### src/rtl/wb_stage_q_pkg.sv
// Shared types for the writeback stage: value-source select and its decode.
package wb_stage_q_pkg;

    typedef enum logic [1:0] {
        WB_ALU  = 2'd0,
        WB_LD   = 2'd1,
        WB_LINK = 2'd2
    } wb_sel_e;

    // A call always writes the link value, even if the load flag is also set.
    function automatic wb_sel_e wb_sel_f(input logic is_call, input logic is_ld);
        if (is_call)
            return WB_LINK;
        else if (is_ld)
            return WB_LD;
        else
            return WB_ALU;
    endfunction

endpackage

### src/rtl/wb_pend_buf.sv
// DEPTH-entry circular buffer of pending register writes with a per-entry view
// so the stage can search outstanding writes for hazards.
module wb_pend_buf #(
    parameter int DEPTH = 2,
    parameter int AW    = 4,
    parameter int XLEN  = 32,
    localparam int CW   = $clog2(DEPTH + 1),
    localparam int PW   = (DEPTH > 1) ? $clog2(DEPTH) : 1
) (
    input  logic                       clk,
    input  logic                       rst,
    input  logic                       push,
    input  logic                       pop,
    input  logic [AW-1:0]              push_addr,
    input  logic [XLEN-1:0]            push_data,
    output logic [CW-1:0]              cnt,
    output logic                       full,
    output logic                       empty,
    output logic [PW-1:0]              rd_ptr,
    output logic [AW-1:0]              head_addr,
    output logic [XLEN-1:0]            head_data,
    output logic [DEPTH-1:0]           ent_vld,
    output logic [DEPTH-1:0][AW-1:0]   ent_addr,
    output logic [DEPTH-1:0][XLEN-1:0] ent_data
);

    logic [PW-1:0]              wr_ptr;
    logic [DEPTH-1:0]           vld_q;
    logic [DEPTH-1:0][AW-1:0]   addr_q;
    logic [DEPTH-1:0][XLEN-1:0] data_q;

    // Explicit wrap so non-power-of-two depths work.
    function automatic logic [PW-1:0] ptr_inc(input logic [PW-1:0] p);
        if (p == PW'(DEPTH - 1))
            return '0;
        else
            return p + PW'(1);
    endfunction

    always_ff @(posedge clk) begin
        if (rst) begin
            wr_ptr <= '0;
            rd_ptr <= '0;
            cnt    <= '0;
            vld_q  <= '0;
            addr_q <= '0;
            data_q <= '0;
        end else begin
            if (push) begin
                vld_q[wr_ptr]  <= 1'b1;
                addr_q[wr_ptr] <= push_addr;
                data_q[wr_ptr] <= push_data;
                wr_ptr         <= ptr_inc(wr_ptr);
            end
            if (pop) begin
                vld_q[rd_ptr] <= 1'b0;
                rd_ptr        <= ptr_inc(rd_ptr);
            end
            case ({push, pop})
                2'b10:   cnt <= cnt + CW'(1);
                2'b01:   cnt <= cnt - CW'(1);
                default: cnt <= cnt;
            endcase
        end
    end

    assign full      = (cnt == CW'(DEPTH));
    assign empty     = (cnt == '0);
    assign head_addr = addr_q[rd_ptr];
    assign head_data = data_q[rd_ptr];
    assign ent_vld   = vld_q;
    assign ent_addr  = addr_q;
    assign ent_data  = data_q;

endmodule

### src/rtl/wb_stage_q.sv
// Writeback stage: selects the writeback value, queues register writes and
// drains them to a backpressured RF port; also offers a pending-write lookup.
module wb_stage_q
    import wb_stage_q_pkg::*;
#(
    parameter int XLEN     = 32,
    parameter int NREG     = 16,
    parameter int DEPTH    = 2,
    parameter int RA_IDX   = NREG - 1,
    parameter int LINK_OFS = 4,
    parameter int CNTW     = 32,
    localparam int AW      = $clog2(NREG),
    localparam int CW      = $clog2(DEPTH + 1),
    localparam int PW      = (DEPTH > 1) ? $clog2(DEPTH) : 1
) (
    input  logic            Clk,
    input  logic            Rst,
    input  logic            Ma_Valid_i,
    output logic            Ma_Ready_o,
    input  logic            Ma_IsWb_i,
    input  logic            Ma_IsCall_i,
    input  logic            Ma_IsLd_i,
    input  logic [AW-1:0]   Ma_Rd_i,
    input  logic [XLEN-1:0] Ma_AluRes_i,
    input  logic [XLEN-1:0] Ma_LdData_i,
    input  logic [XLEN-1:0] Ma_Pc_i,
    output logic            rf_wr_en,
    input  logic            rf_wr_rdy,
    output logic [AW-1:0]   rf_wr_addr,
    output logic [XLEN-1:0] rf_wr_data,
    input  logic [AW-1:0]   hz_addr_i,
    output logic            hz_hit_o,
    output logic [XLEN-1:0] hz_data_o,
    output logic [CW-1:0]   wb_cnt_o,
    output logic [CNTW-1:0] retired_o
);

    wb_sel_e                    sel;
    logic                       accept;
    logic                       push;
    logic                       pop;
    logic [AW-1:0]              push_addr;
    logic [XLEN-1:0]            push_data;
    logic                       full;
    logic                       empty;
    logic [PW-1:0]              rd_ptr;
    logic [AW-1:0]              head_addr;
    logic [XLEN-1:0]            head_data;
    logic [DEPTH-1:0]           ent_vld;
    logic [DEPTH-1:0][AW-1:0]   ent_addr;
    logic [DEPTH-1:0][XLEN-1:0] ent_data;

    // Ready depends on occupancy only, so rf_wr_rdy never reaches Ma_Ready_o.
    assign Ma_Ready_o = !full;
    assign accept     = Ma_Valid_i & Ma_Ready_o;
    assign push       = accept & (Ma_IsWb_i | Ma_IsCall_i);
    assign pop        = rf_wr_en & rf_wr_rdy;

    always_comb begin
        sel       = wb_sel_f(Ma_IsCall_i, Ma_IsLd_i);
        push_addr = Ma_IsCall_i ? AW'(RA_IDX) : Ma_Rd_i;
        case (sel)
            WB_LINK: push_data = Ma_Pc_i + XLEN'(LINK_OFS);
            WB_LD:   push_data = Ma_LdData_i;
            default: push_data = Ma_AluRes_i;
        endcase
    end

    wb_pend_buf #(
        .DEPTH (DEPTH),
        .AW    (AW),
        .XLEN  (XLEN)
    ) u_buf (
        .clk       (Clk),
        .rst       (Rst),
        .push      (push),
        .pop       (pop),
        .push_addr (push_addr),
        .push_data (push_data),
        .cnt       (wb_cnt_o),
        .full      (full),
        .empty     (empty),
        .rd_ptr    (rd_ptr),
        .head_addr (head_addr),
        .head_data (head_data),
        .ent_vld   (ent_vld),
        .ent_addr  (ent_addr),
        .ent_data  (ent_data)
    );

    // Slots keep stale contents after a pop; mask them while nothing is queued.
    assign rf_wr_en   = !empty;
    assign rf_wr_addr = empty ? '0 : head_addr;
    assign rf_wr_data = empty ? '0 : head_data;

    // Walk oldest to youngest from the read pointer; the last match wins.
    always_comb begin
        int            j;
        logic [PW-1:0] idx;
        hz_hit_o  = 1'b0;
        hz_data_o = '0;
        j         = 0;
        idx       = '0;
        for (int k = 0; k < DEPTH; k++) begin
            j = int'(rd_ptr) + k;
            if (j >= DEPTH)
                j = j - DEPTH;
            idx = PW'(j);
            if (ent_vld[idx] && (ent_addr[idx] == hz_addr_i)) begin
                hz_hit_o  = 1'b1;
                hz_data_o = ent_data[idx];
            end
        end
    end

    always_ff @(posedge Clk) begin
        if (Rst)
            retired_o <= '0;
        else if (accept)
            retired_o <= retired_o + CNTW'(1);
    end

endmodule
### config.mk
export PLATFORM = sky130hd
export DESIGN_NAME = wb_stage_q
export DESIGN_NICKNAME = d
export VERILOG_FILES = /design/src/rtl/wb_stage_q_pkg.sv /design/src/rtl/wb_pend_buf.sv /design/src/rtl/wb_stage_q.sv
export SDC_FILE = /design/constraint.sdc
export NUM_CORES = 1
export LEC_CHECK = 0
export ABC_AREA = 1
export CAP_MARGIN = 20
export CORE_UTILIZATION = 25
export DETAILED_ROUTE_END_ITERATION = 8
export GPL_ROUTABILITY_DRIVEN = 0
export PLACE_DENSITY = 0.52
export SETUP_SLACK_MARGIN = 0.1
export SLEW_MARGIN = 10
export SYNTH_ARGS = -nofsm -noshare
export SYNTH_HDL_FRONTEND = slang
export SYNTH_SLANG_ARGS = --single-unit
### constraint.sdc
create_clock -name Clk -period 2 [get_ports Clk]
set_clock_uncertainty 0.1 [all_clocks]
set_input_delay 0.2 -clock Clk [delete_from_list [all_inputs] [get_ports Clk]]
set_output_delay 0.2 -clock Clk [all_outputs]
set_load 0.05 [all_outputs]
==> impl_metrics.ini <==
[critical_path]
reg2regPathDepth = 9
crit_required_ns = 1.70
cp-end-kind = primary output
r2r-end = u_buf.ent_data[37]
crit_type = register to primary output
crit_arrival_ns = 2.10
r2r_start = u_buf.cnt[0]
path_delay_family = buffers and inverters
critical_path.max_fanout = 14
cpPeakStageDelay_ns = 0.39
path_cells = buf_12 -> nand2_1 -> o21ai_4 -> xor2_4 -> buf_4 -> nand4_1 -> nand2_2 -> buf_6
rrSetupSlack_ns = 0.28
crit_slowest_cell = dfxtp_4
crit_path_start_kind = register
cp_num_buf_inv = 3

[global_routing]
grt_pass1_vias = 9189
grt_max_degree = 50
antenna_found_initial = 0
grt_pass1_wl_um = 50230
grt_overflow = 0
track_usage_pct = 19.57

[clock_network]
clk_pin_slew_ns = 0.08
cts_root_buf = clkbuf_16
cts_tree = done
cts.sinks = 110
clock_tree.buffer_depth = 2
numCtsBuffers = 9
htree_levels = 3
hold_buffers = 0
clock_latency_ns = 0.36

[yosys]
synth_cells = 1357
synth_top_area_share_pct = 27.68
yosysMostFrequentCell = nand2_1
yosys-top-cells-count = nand2_1 (415), nor2_1 (223), inv_1 (134), dfxtp_1 (110), o21ai_0 (93)
yosysTopAreaCell = dfxtp_1
ys.warnings.count = 0
syn_area_per_cell_um2 = 5.863
synth_edf_count = 0
synth_fp_nets = 1471
netlist_area_mm2 = 0.007956
async_reset_ff_share_pct = 0
seq_area_frac_synth_pct = 27.68
synth_area_leaders = dfxtp_1 (28%), nand2_1 (20%), nor2_1 (11%)
synth-seq-cells = 110
yosysUniqueCellTypes = 47
synth_ff_type = dfxtp_1

[layout]
regArea_mm2 = 0.002211
finalNetCount = 1759
drive_above_1_share_pct = 21.94
areaGrowthSynthToFinish_pct = 59.08
n_antenna_cell = 0
nFillCells = 3246
multiInputGateArea_mm2 = 0.005204
finalInstanceArea_mm2 = 0.01266

[sta]
slew_headroom_pct = 65.67
hold_violations = 0
worst_slack_ns = -0.3979
max_slew.worst_pin.slew_ns = 0.5141
timing.final.crit_share_pct = 119.9
maxSlewViolCount = 0
setup_tns_ns = -11.58
setup_viol = 38
min_period_ns = 2.398
rsz0062_at_grt = yes
finalHoldWorstSlack_ns = 0.2345
fmax_mhz = 417.0

[floorplanning]
initial_core_util_pct = 25.74
row_count = 64
die_w_um = 180.4
die_area_mm2 = 0.03254
ioPinCount = 216
die_h_um = 180.4
core_mm2 = 0.03091

[route]
wl_per_cell_um = 15.59
ant_nets = 0
drc = 0
viasPerCell = 4.677
drtIter0Drc = 530
dr.pass1.iters = 8
vias = 9569
wl_um = 31890

[pwr]
p_leak_nw = 5.430
p_per_area_mw_per_mm2 = 685.8
peakVddDrop_mv = 0.4843

[worst_hold_path]
whs_path_depth = 4
hold_path_class = primary input to register
hold-path-endpoint = u_buf.ent_data[50]
hp-start = Rst

[placed_design]
hpwlAfterDp_um = 24250
port_buffers = 215
placed_cell_area_mm2 = 0.01164

[run_status]
outcome = complete, but fails checks
failed_checks = negative setup slack

[job]
drv_cap = 0
logic make-up (layout without fill, tap and decap cells):
logic type | Yosys count | count (layout) | share of synthesized area (%)
buffers and inverters | 212 | 505 | 11.42
adders and majority gates | 3 | 3 | 0.4718
xor gates and xnor gates | 7 | 7 | 1.101
and+or+nand+nor | 815 | 815 | 43.97
AOI/OAI and AO/OA | 210 | 210 | 15.36
DFF | 110 | 110 | 27.68
through the flow:
step                      utilization, %  std cells  total power, mW  setup WS (ns)
after floorplan                        -       1357            4.552      -0.007476
after global placement             37.66       2020            6.327        -0.3214
after detailed placement           37.66       2020            6.341        -0.3057
after CTS                          40.21       2040            8.557        -0.4118
after global routing               40.95       2046            9.119        -0.4847
final                              40.95       2046            8.681        -0.3979
report_power, final:
part | internal, mW | switching, mW
clock network | 0.878 | 0.947
registers | 2.36 | 0.145
logic | 1.89 | 2.46
timing repair:
item	4_1_cts	5_1_grt
gates cloned	3	1
endpoints found under the setup margin	93	80
pin swaps	15	20
resized for setup	161	52
buffers inserted	1	5
worst reg2reg max path: cells and delay by family (launching register included):
kind	cells	cell delay [ns]
AOI/OAI and AO/OA	1	0.16
buffers and inverters	3	0.34
DFF	1	0.39
and+or+nand+nor	5	0.67
placed cells by master, fill, tap and decap left out, types with 5 or more instances in the layout:
cell type        instances
nand2_1                377
nor2_1                 188
inv_1                  134
clkdlybuf4s50_1        110
buf_4                  107
dfxtp_1                105
nand3_1                 73
o21ai_0                 61
buf_12                  50
nand2_2                 44
nand3b_1                37
nand4_1                 37
o21ai_1                 36
buf_8                   33
a21oi_1                 32
nor2_2                  28
o21ai_2                 25
a22o_1                  22
dlygate4sd2_1           22
nor2_4                  16
inv_2                   12
clkbuf_16               10
o21bai_1                 9
buf_6                    9
o22ai_1                  7
a31oi_1                  6
o21ai_4                  5
dlymetal6s2s_1           5
metal layers:
layer	wire, µm	GRT usage (%)
met4	469	5.299
met2	14940	32.31
met5	0	0
met3	1238	1.698
met1	15240	27.15
registers in the layout, indices dropped and copies added (netlist names):
signal	count
u_buf.ent_data	64
u_buf.rd_ptr	1
u_buf.ent_vld	2
u_buf.ent_addr	8
u_buf.cnt	2
retired_o	32
u_buf.wr_ptr	1
worst max-delay path by stage:
stage / from / to / slack (ns) / depth (start not counted)
after floorplan: u_buf.cnt[0] / u_buf.cnt[1] / -0.007 / 9
after global placement: hz_addr_i[3] / hz_data_o[20] / -0.32 / 9
after detailed placement: hz_addr_i[3] / hz_data_o[20] / -0.31 / 9
after CTS: u_buf.rd_ptr / hz_data_o[20] / -0.41 / 8
after global routing: u_buf.rd_ptr / hz_data_o[16] / -0.48 / 12
final: u_buf.rd_ptr / hz_data_o[31] / -0.40 / 8
cell type report:
cell class                      count  area share, %
Sequential cell                   110          17.47
Tap cell                          396          3.915
Timing Repair Buffer              342          30.87
Clock inverter                      7         0.4943
Multi-Input combinational cell   1035          41.11
Inverter                          147          4.359
Clock buffer                        9          1.779
No activity file was read; power rests on OpenSTA's default activity.
